**config.mk**
```make
export PLATFORM = sky130hd
export DESIGN_NAME = exec_action_sequencer
export DESIGN_NICKNAME = d
export VERILOG_FILES = /design/src/rtl/exec_action_sequencer.sv
export SDC_FILE = /design/constraint.sdc
export NUM_CORES = 1
export LEC_CHECK = 0
export CAP_MARGIN = 5
export CORE_ASPECT_RATIO = 1.75
export CORE_UTILIZATION = 30
export CTS_BUF_LIST = sky130_fd_sc_hd__clkbuf_4 sky130_fd_sc_hd__clkbuf_8
export DETAILED_ROUTE_END_ITERATION = 16
export GPL_TIMING_DRIVEN = 0
export PLACE_DENSITY_LB_ADDON = 0.08
export REMOVE_ABC_BUFFERS = 1
export SETUP_SLACK_MARGIN = 0.1
export SYNTH_ARGS = -nofsm -noshare
export SYNTH_HDL_FRONTEND = slang
export SYNTH_SLANG_ARGS = --single-unit
```
**constraint.sdc**
```tcl
create_clock -name CLK -period 2.9 [get_ports CLK]
set_input_delay 0.29 -clock CLK [delete_from_list [all_inputs] [get_ports CLK]]
set_output_delay 0.29 -clock CLK [all_outputs]
set_load 0.02 [all_outputs]
```
**src/rtl/exec_action_sequencer.sv**
```systemverilog
// ---------------------------------------------------------------------------
// exec_action_sequencer
//
// Purpose:
//   Buffers shift/reduce actions coming from the LR driver and hands them to
//   exec one at a time. Each action sits in an issue register until exec
//   acknowledges it with EX_RECEIVE. After a reduce is received, the block
//   inserts GAP_CYCLES idle cycles so exec's registered result push cannot
//   collide with the push caused by a following shift. Actions carrying
//   data 0 are discarded, because exec cannot tell them apart from "no action".
//
// Optional feature (compile-time macro):
//   ACTSEQ_TIMEOUT_EN - adds a 16-bit issue timeout. If EX_RECEIVE does not
//                       arrive within TIMEOUT_CYCLES issue cycles, the block
//                       locks into an error state until RST. When the macro is
//                       undefined the issue state waits forever and O_ERROR=0.
//
// Parameters:
//   DEPTH_LOG2     - action FIFO holds 2**DEPTH_LOG2 entries
//   GAP_CYCLES     - idle cycles after a received reduce (>= 1)
//   TIMEOUT_CYCLES - issue cycles allowed before error (timeout build only)
//
// Ports:
//   CLK, RST     - clock, synchronous active-high reset
//   I_VALID      - upstream action valid (transfer when I_VALID && O_READY)
//   I_KIND       - 0 = shift, 1 = reduce
//   I_DATA       - shift token word / reduce production number
//   I_LAST       - final action of a program
//   O_READY      - FIFO can accept an action
//   EX_VALID     - action presented to exec
//   EX_SHIFT     - shift word (0 unless a shift is presented)
//   EX_REDUCE    - production number (0 unless a reduce is presented)
//   EX_RECEIVE   - exec acknowledge, same cycle as EX_VALID
//   O_COUNT      - FIFO occupancy
//   O_DONE       - 1-cycle pulse when an I_LAST entry retires or is dropped
//   O_DROP       - 1-cycle pulse when a zero-data entry is discarded
//   O_ERROR      - sticky timeout flag
// ---------------------------------------------------------------------------
module exec_action_sequencer #(
  parameter int DEPTH_LOG2     = 4,
  parameter int GAP_CYCLES     = 1,
  parameter int TIMEOUT_CYCLES = 255
) (
  input  logic                  CLK,
  input  logic                  RST,
  input  logic                  I_VALID,
  input  logic                  I_KIND,
  input  logic [15:0]           I_DATA,
  input  logic                  I_LAST,
  output logic                  O_READY,
  output logic                  EX_VALID,
  output logic [15:0]           EX_SHIFT,
  output logic [15:0]           EX_REDUCE,
  input  logic                  EX_RECEIVE,
  output logic [DEPTH_LOG2:0]   O_COUNT,
  output logic                  O_DONE,
  output logic                  O_DROP,
  output logic                  O_ERROR
);

  localparam int DEPTH = 1 << DEPTH_LOG2;
  localparam int GW    = (GAP_CYCLES > 1) ? $clog2(GAP_CYCLES) : 1;

  // Illegal parameter combinations stop elaboration.
  if (GAP_CYCLES < 1 || TIMEOUT_CYCLES < 1 || TIMEOUT_CYCLES > 65535) begin : g_bad_params
    $error("exec_action_sequencer: GAP_CYCLES and TIMEOUT_CYCLES must be in range");
  end

  typedef enum logic [1:0] {S_IDLE, S_ISSUE, S_GAP, S_ERROR} state_t;

  state_t                r_state;
  state_t                w_state_next;

  // FIFO entry layout: {LAST, KIND, DATA}
  logic [17:0]           r_mem [DEPTH];
  logic [DEPTH_LOG2-1:0] r_wr_ptr;
  logic [DEPTH_LOG2-1:0] r_rd_ptr;
  logic [DEPTH_LOG2:0]   r_count;
  logic [17:0]           w_head;
  logic                  w_full;
  logic                  w_empty;
  logic                  w_push;
  logic                  w_pop;
  logic                  w_drop;
  logic                  w_retire;

  // Issue register
  logic                  r_kind;
  logic                  r_last;
  logic [15:0]           r_data;

  logic [GW-1:0]         r_gap_cnt;
  logic                  r_done;
  logic                  r_drop;

`ifdef ACTSEQ_TIMEOUT_EN
  logic [15:0]           r_to_cnt;
`endif

  assign w_full  = r_count[DEPTH_LOG2];   // occupancy never exceeds DEPTH
  assign w_empty = (r_count == '0);
  assign w_head  = r_mem[r_rd_ptr];
  assign w_push  = I_VALID && O_READY;

  // Next-state and pop/retire decisions
  always_comb begin
    w_state_next = r_state;
    w_pop        = 1'b0;
    w_drop       = 1'b0;
    w_retire     = 1'b0;
    case (r_state)
      S_IDLE: begin
        if (!w_empty) begin
          w_pop = 1'b1;
          if (w_head[15:0] == '0) begin
            w_drop = 1'b1;
          end else begin
            w_state_next = S_ISSUE;
          end
        end
      end
      S_ISSUE: begin
        if (EX_RECEIVE) begin
          w_retire     = 1'b1;
          w_state_next = r_kind ? S_GAP : S_IDLE;
        end
`ifdef ACTSEQ_TIMEOUT_EN
        else if (r_to_cnt == 16'(TIMEOUT_CYCLES - 1)) begin
          w_state_next = S_ERROR;
        end
`endif
      end
      S_GAP: begin
        if (r_gap_cnt == '0) begin
          w_state_next = S_IDLE;
        end
      end
      default: begin
        // S_ERROR is left only through RST.
        w_state_next = r_state;
      end
    endcase
  end

  // FIFO storage: no reset, so it maps onto RAM primitives.
  always_ff @(posedge CLK) begin
    if (w_push) begin
      r_mem[r_wr_ptr] <= {I_LAST, I_KIND, I_DATA};
    end
  end

  always_ff @(posedge CLK) begin
    if (RST) begin
      r_state   <= S_IDLE;
      r_wr_ptr  <= '0;
      r_rd_ptr  <= '0;
      r_count   <= '0;
      r_kind    <= 1'b0;
      r_last    <= 1'b0;
      r_data    <= '0;
      r_gap_cnt <= '0;
      r_done    <= 1'b0;
      r_drop    <= 1'b0;
    end else begin
      r_state <= w_state_next;
      if (w_push) begin
        r_wr_ptr <= r_wr_ptr + 1'b1;
      end
      if (w_pop) begin
        r_rd_ptr <= r_rd_ptr + 1'b1;
      end
      case ({w_push, w_pop})
        2'b10:   r_count <= r_count + 1'b1;
        2'b01:   r_count <= r_count - 1'b1;
        default: r_count <= r_count;
      endcase
      if (w_pop && !w_drop) begin
        {r_last, r_kind, r_data} <= w_head;
      end
      if (w_retire && r_kind) begin
        r_gap_cnt <= GW'(GAP_CYCLES - 1);
      end else if (r_state == S_GAP && r_gap_cnt != '0) begin
        r_gap_cnt <= r_gap_cnt - 1'b1;
      end
      r_drop <= w_drop;
      r_done <= (w_drop && w_head[17]) || (w_retire && r_last);
    end
  end

`ifdef ACTSEQ_TIMEOUT_EN
  // Counts issue cycles that went by without an acknowledge.
  always_ff @(posedge CLK) begin
    if (RST) begin
      r_to_cnt <= '0;
    end else if (w_pop && !w_drop) begin
      r_to_cnt <= '0;
    end else if (r_state == S_ISSUE && !EX_RECEIVE) begin
      r_to_cnt <= r_to_cnt + 1'b1;
    end
  end
  assign O_ERROR = (r_state == S_ERROR);
`else
  assign O_ERROR = 1'b0;
`endif

  assign O_READY   = !w_full && (r_state != S_ERROR);
  assign EX_VALID  = (r_state == S_ISSUE);
  assign EX_SHIFT  = (EX_VALID && !r_kind) ? r_data : '0;
  assign EX_REDUCE = (EX_VALID &&  r_kind) ? r_data : '0;
  assign O_COUNT   = r_count;
  assign O_DONE    = r_done;
  assign O_DROP    = r_drop;

endmodule

```
==> results by group <==
Timing
  • RSZ-0062 raised after global routing: yes
  • Worst slew pin tran: 962.9 ps
  • Final Hold Viols: 0
  • Final setup vio count: 0
  • Max-slew violations: 0
  • Max-slew headroom: 35.65%
  • Final period demand of the worst path: 2884 ps
  • Clock Skew: 21.45 ps
  • Final period utilization: 99.44%
  • Max Freq: 0.3468 GHz

Setup path
  • Req. time, crit path: 3380 ps
  • Startpoint types: flip-flop
  • Cell mode on critical path: buf_12
  • Critical-path top delay cell: mux4_2
  • Critical Path End Type: flip-flop
  • Setup CP Type: flip-flop to flip-flop
  • CP max FO: 5
  • Largest stage delay, worst path: 490 ps
  • Cell chain of the critical path: buf_12, buf_8, buf_16, buf_12, mux4_2, a22oi_2, nand2_2, nor4_4, and4_4, o21ai_4, mux2_4
  • Critical path arrival: 3360 ps

Placed design
  • Post-DP Area: 0.01448 mm2
  • Post-DP HPWL: 20.70 mm
  • GP Congestion: 0.7198
  • Number of buffers added on ports: 62

Detailed routing
  • Vias/cell: 4.811
  • TritonRoute pass-1 iters: 4
  • 1st-iter DRT viols: 390
  • Vias: 7005
  • Antenna Nets Post-Route: 0
  • WL final: 35.55 mm
  • Routed length per instance: 24.42 um
  • Drt drc: 0

Synthesis
  • Ys Warns: 0
  • Post-Syn Area: 0.01291 mm2
  • Distinct cells, synth: 41
  • Sequential area share after synthesis: 73.17%
  • Synthesized area per cell: 18.21 um2
  • Gate Count Post-Synth: 709
  • Synthesized flop and latch total: 328

Floorplanning
  • Die Area: 0.04391 mm2
  • Die span in x: 158.8 um
  • Die H: 276.5 um
  • Top-level port count: 64
  • Core area: 0.04254 mm2
  • FP Rows: 100
  • Initial core utilization: 30.36%

CTS
  • H-tree levels: 2
  • Post-CTS Hold Buffers: 0
  • Worst-Skew Late Latency: 600 ps
  • Clock root buffer master: clkbuf_8
  • Clock-pin slew on the worst setup and hold paths: 60 ps
  • Max Root-Sink Buffers: 3
  • Clock Sinks: 328
  • Num CTS Buffers: 50
  • CTS tree: yes

Layout
  • Fill cell count: 3903
  • Area taken by multi-input logic gates: 0.003630 mm2
  • P&R area growth vs syn: 27.08%
  • Layout cell share with drive strength beyond 1: 35.12%
  • Leading cell types in the layout, fill and taps excluded: edfxtp_1, mux4_2, clkdlybuf4s50_1
  • Commonest non-fill, non-tap cell in the layout: edfxtp_1
  • Fin nets: 893
  • Fin util: 38.58%
  • Final instance area: 0.01641 mm2
  • FF/Latch Area: 0.009459 mm2

Run
  • Max cap viols: 0

Pwr
  • Clock Power Share: 26.8%
  • Pwr dens: 829.7 mW/mm2
  • Worst VDD drop: 0.2884 mV
  • NetSw: 4247 uW
  • Switching Fraction: 31.19%
  • P_int: 9368 uW
  • Pleak: 0.005338 uW
  • Flop pwr share: 41.6%
  • Combinational Power Share: 31.7%

GRT
  • Global-route wire length before repair: 51.81 mm
  • GRT overflow: 0
  • GRT Total Usage: 16.49%
  • Vias in the first global route: 7538
  • Largest net degree at the start of global routing: 26
  • Initial antenna violation count: 2

Run status
  • Status: finished clean

Hold path
  • Hold WC Path Type: primary input to flip-flop
-- worst max-delay path, delay by kind of cell, from the launching register on --
family | cells | cell delay (ps)
compound gates | 2 | 240
buf+inv | 4 | 470
flops | 1 | 370
mux | 2 | 780
simple gates | 3 | 910
-- layer usage --
| metal | routed length [um] | track usage, % | part of all wire (%) | up-vias |
|---|---|---|---|---|
| met5 | 13 | 0 | 0.037 | - |
| met1 | 12860 | 17.75 | 36 | 3636 |
| met2 | 20190 | 32.29 | 57 | 174 |
| met3 | 1335 | 2.430 | 3.8 | 70 |
| met4 | 1144 | 5.427 | 3.2 | 2 |
| li1 | - | - | - | 3123 |
-- repair_timing --
| action | 4_1_cts | 5_1_grt |
|---|---|---|
| setup buffers | 28 | 24 |
| resized for setup | 46 | 48 |
| pin swaps | 11 | 31 |
| setup endpoints to repair | 52 | 112 |
| gates cloned | 7 | 1 |
| endpoints found under the hold margin | 0 | 0 |
-- path summary, 6_finish.rpt --
kind	start	end	slack, ps	cells past startpoint
max	flip-flop	r_state[0]	20	11
min	EX_RECEIVE	r_gap_cnt	300	2
min reg2reg	r_gap_cnt	r_gap_cnt	440	2
max reg2reg	flip-flop	r_state[0]	20	11
-- cells in the mapped netlist, drive strengths merged --
| library cell | n | area, um2 |
|---|---|---|
| mux2 | 1 | 15.01 |
| a22oi | 30 | 225.2 |
| xnor2 | 3 | 26.28 |
| o21ai | 20 | 103.9 |
| dfxtp | 40 | 800.8 |
| nor3 | 6 | 35.03 |
| and2 | 18 | 112.6 |
| mux2i | 1 | 10.01 |
| and3 | 16 | 100.1 |
| conb | 1 | 3.750 |
| a31oi | 1 | 6.260 |
| nand4 | 3 | 25.02 |
| inv | 11 | 41.29 |
| mux4 | 74 | 1667 |
| buf | 14 | 97.59 |
| and4 | 1 | 8.760 |
| nand2 | 28 | 105.1 |
| nand2b | 4 | 25.02 |
| nor2b | 5 | 31.28 |
| nand3b | 1 | 7.510 |
| xor2 | 7 | 61.31 |
| a32o | 1 | 10.01 |
| a21oi | 26 | 130.1 |
| ha | 13 | 162.7 |
| a21o | 2 | 15.01 |
| nor2 | 36 | 135.1 |
| edfxtp | 288 | 8648 |
| nor4 | 4 | 50.05 |
| fa | 1 | 20.02 |
| a221oi | 1 | 8.760 |
| clkbuf | 29 | 108.9 |
| or3 | 1 | 6.260 |
| nand3 | 22 | 110.1 |
-- state kept, by name, summed over array words and instances (netlist names), named ones only --
signal / flops
O_COUNT: 5
r_kind: 1
r_wr_ptr: 4
r_gap_cnt: 1
r_data: 16
r_last: 1
r_rd_ptr: 4
r_mem: 288
r_state: 2
O_DONE: 1
O_DROP: 1
-- cell type report --
type                       count  area share (%)
clock inverter                24          0.6862
timing repair buffer         137           9.889
clock buffer                  65           5.070
antenna                        1         0.01525
multi-input combinational    328           22.12
tap                          561           4.277
sequential                   328           57.64
inverter                      11          0.2745
timing repair inverter         1         0.03050
-- cells by family after synthesis --
group,synth area share (%)
buffers and inverters,1.918
other,0.02904
multiplexers,13.10
adder cells (fa/ha/maj),1.415
AND/OR/NAND/NOR,5.823
XOR/XNOR,0.6783
AO/OA/AOI/OAI,3.866
flip-flops,73.17
-- power groups by stage --
| stage | Clock (uW) | Sequential [uW] | Combinational [uW] |
|---|---|---|---|
| detailed placement | 0 | 5880 | 3000 |
| floorplan | 0 | 5910 | 1890 |
| CTS | 3790 | 5650 | 4010 |
| finish | 3650 | 5660 | 4310 |
| global route | 3960 | 5690 | 4630 |
| global placement | 0 | 6080 | 2770 |
-- through the flow --
stage                     total power, uW  setup WS, ps  hold slack [ps]  cells  TNS (ps)
after floorplan                      7803         -2465            359.1    666    -55390
after global placement               8852         -4605            429.3   1289   -450770
after detailed placement             8881         -1284            429.6   1307    -24990
after CTS                           13440         57.24            254.3   1431         0
after global routing                14280        -50.39            297.3   1456    -197.0
final                               13620         16.33            299.4   1456         0
No activity file was read; power rests on OpenSTA's default activity.
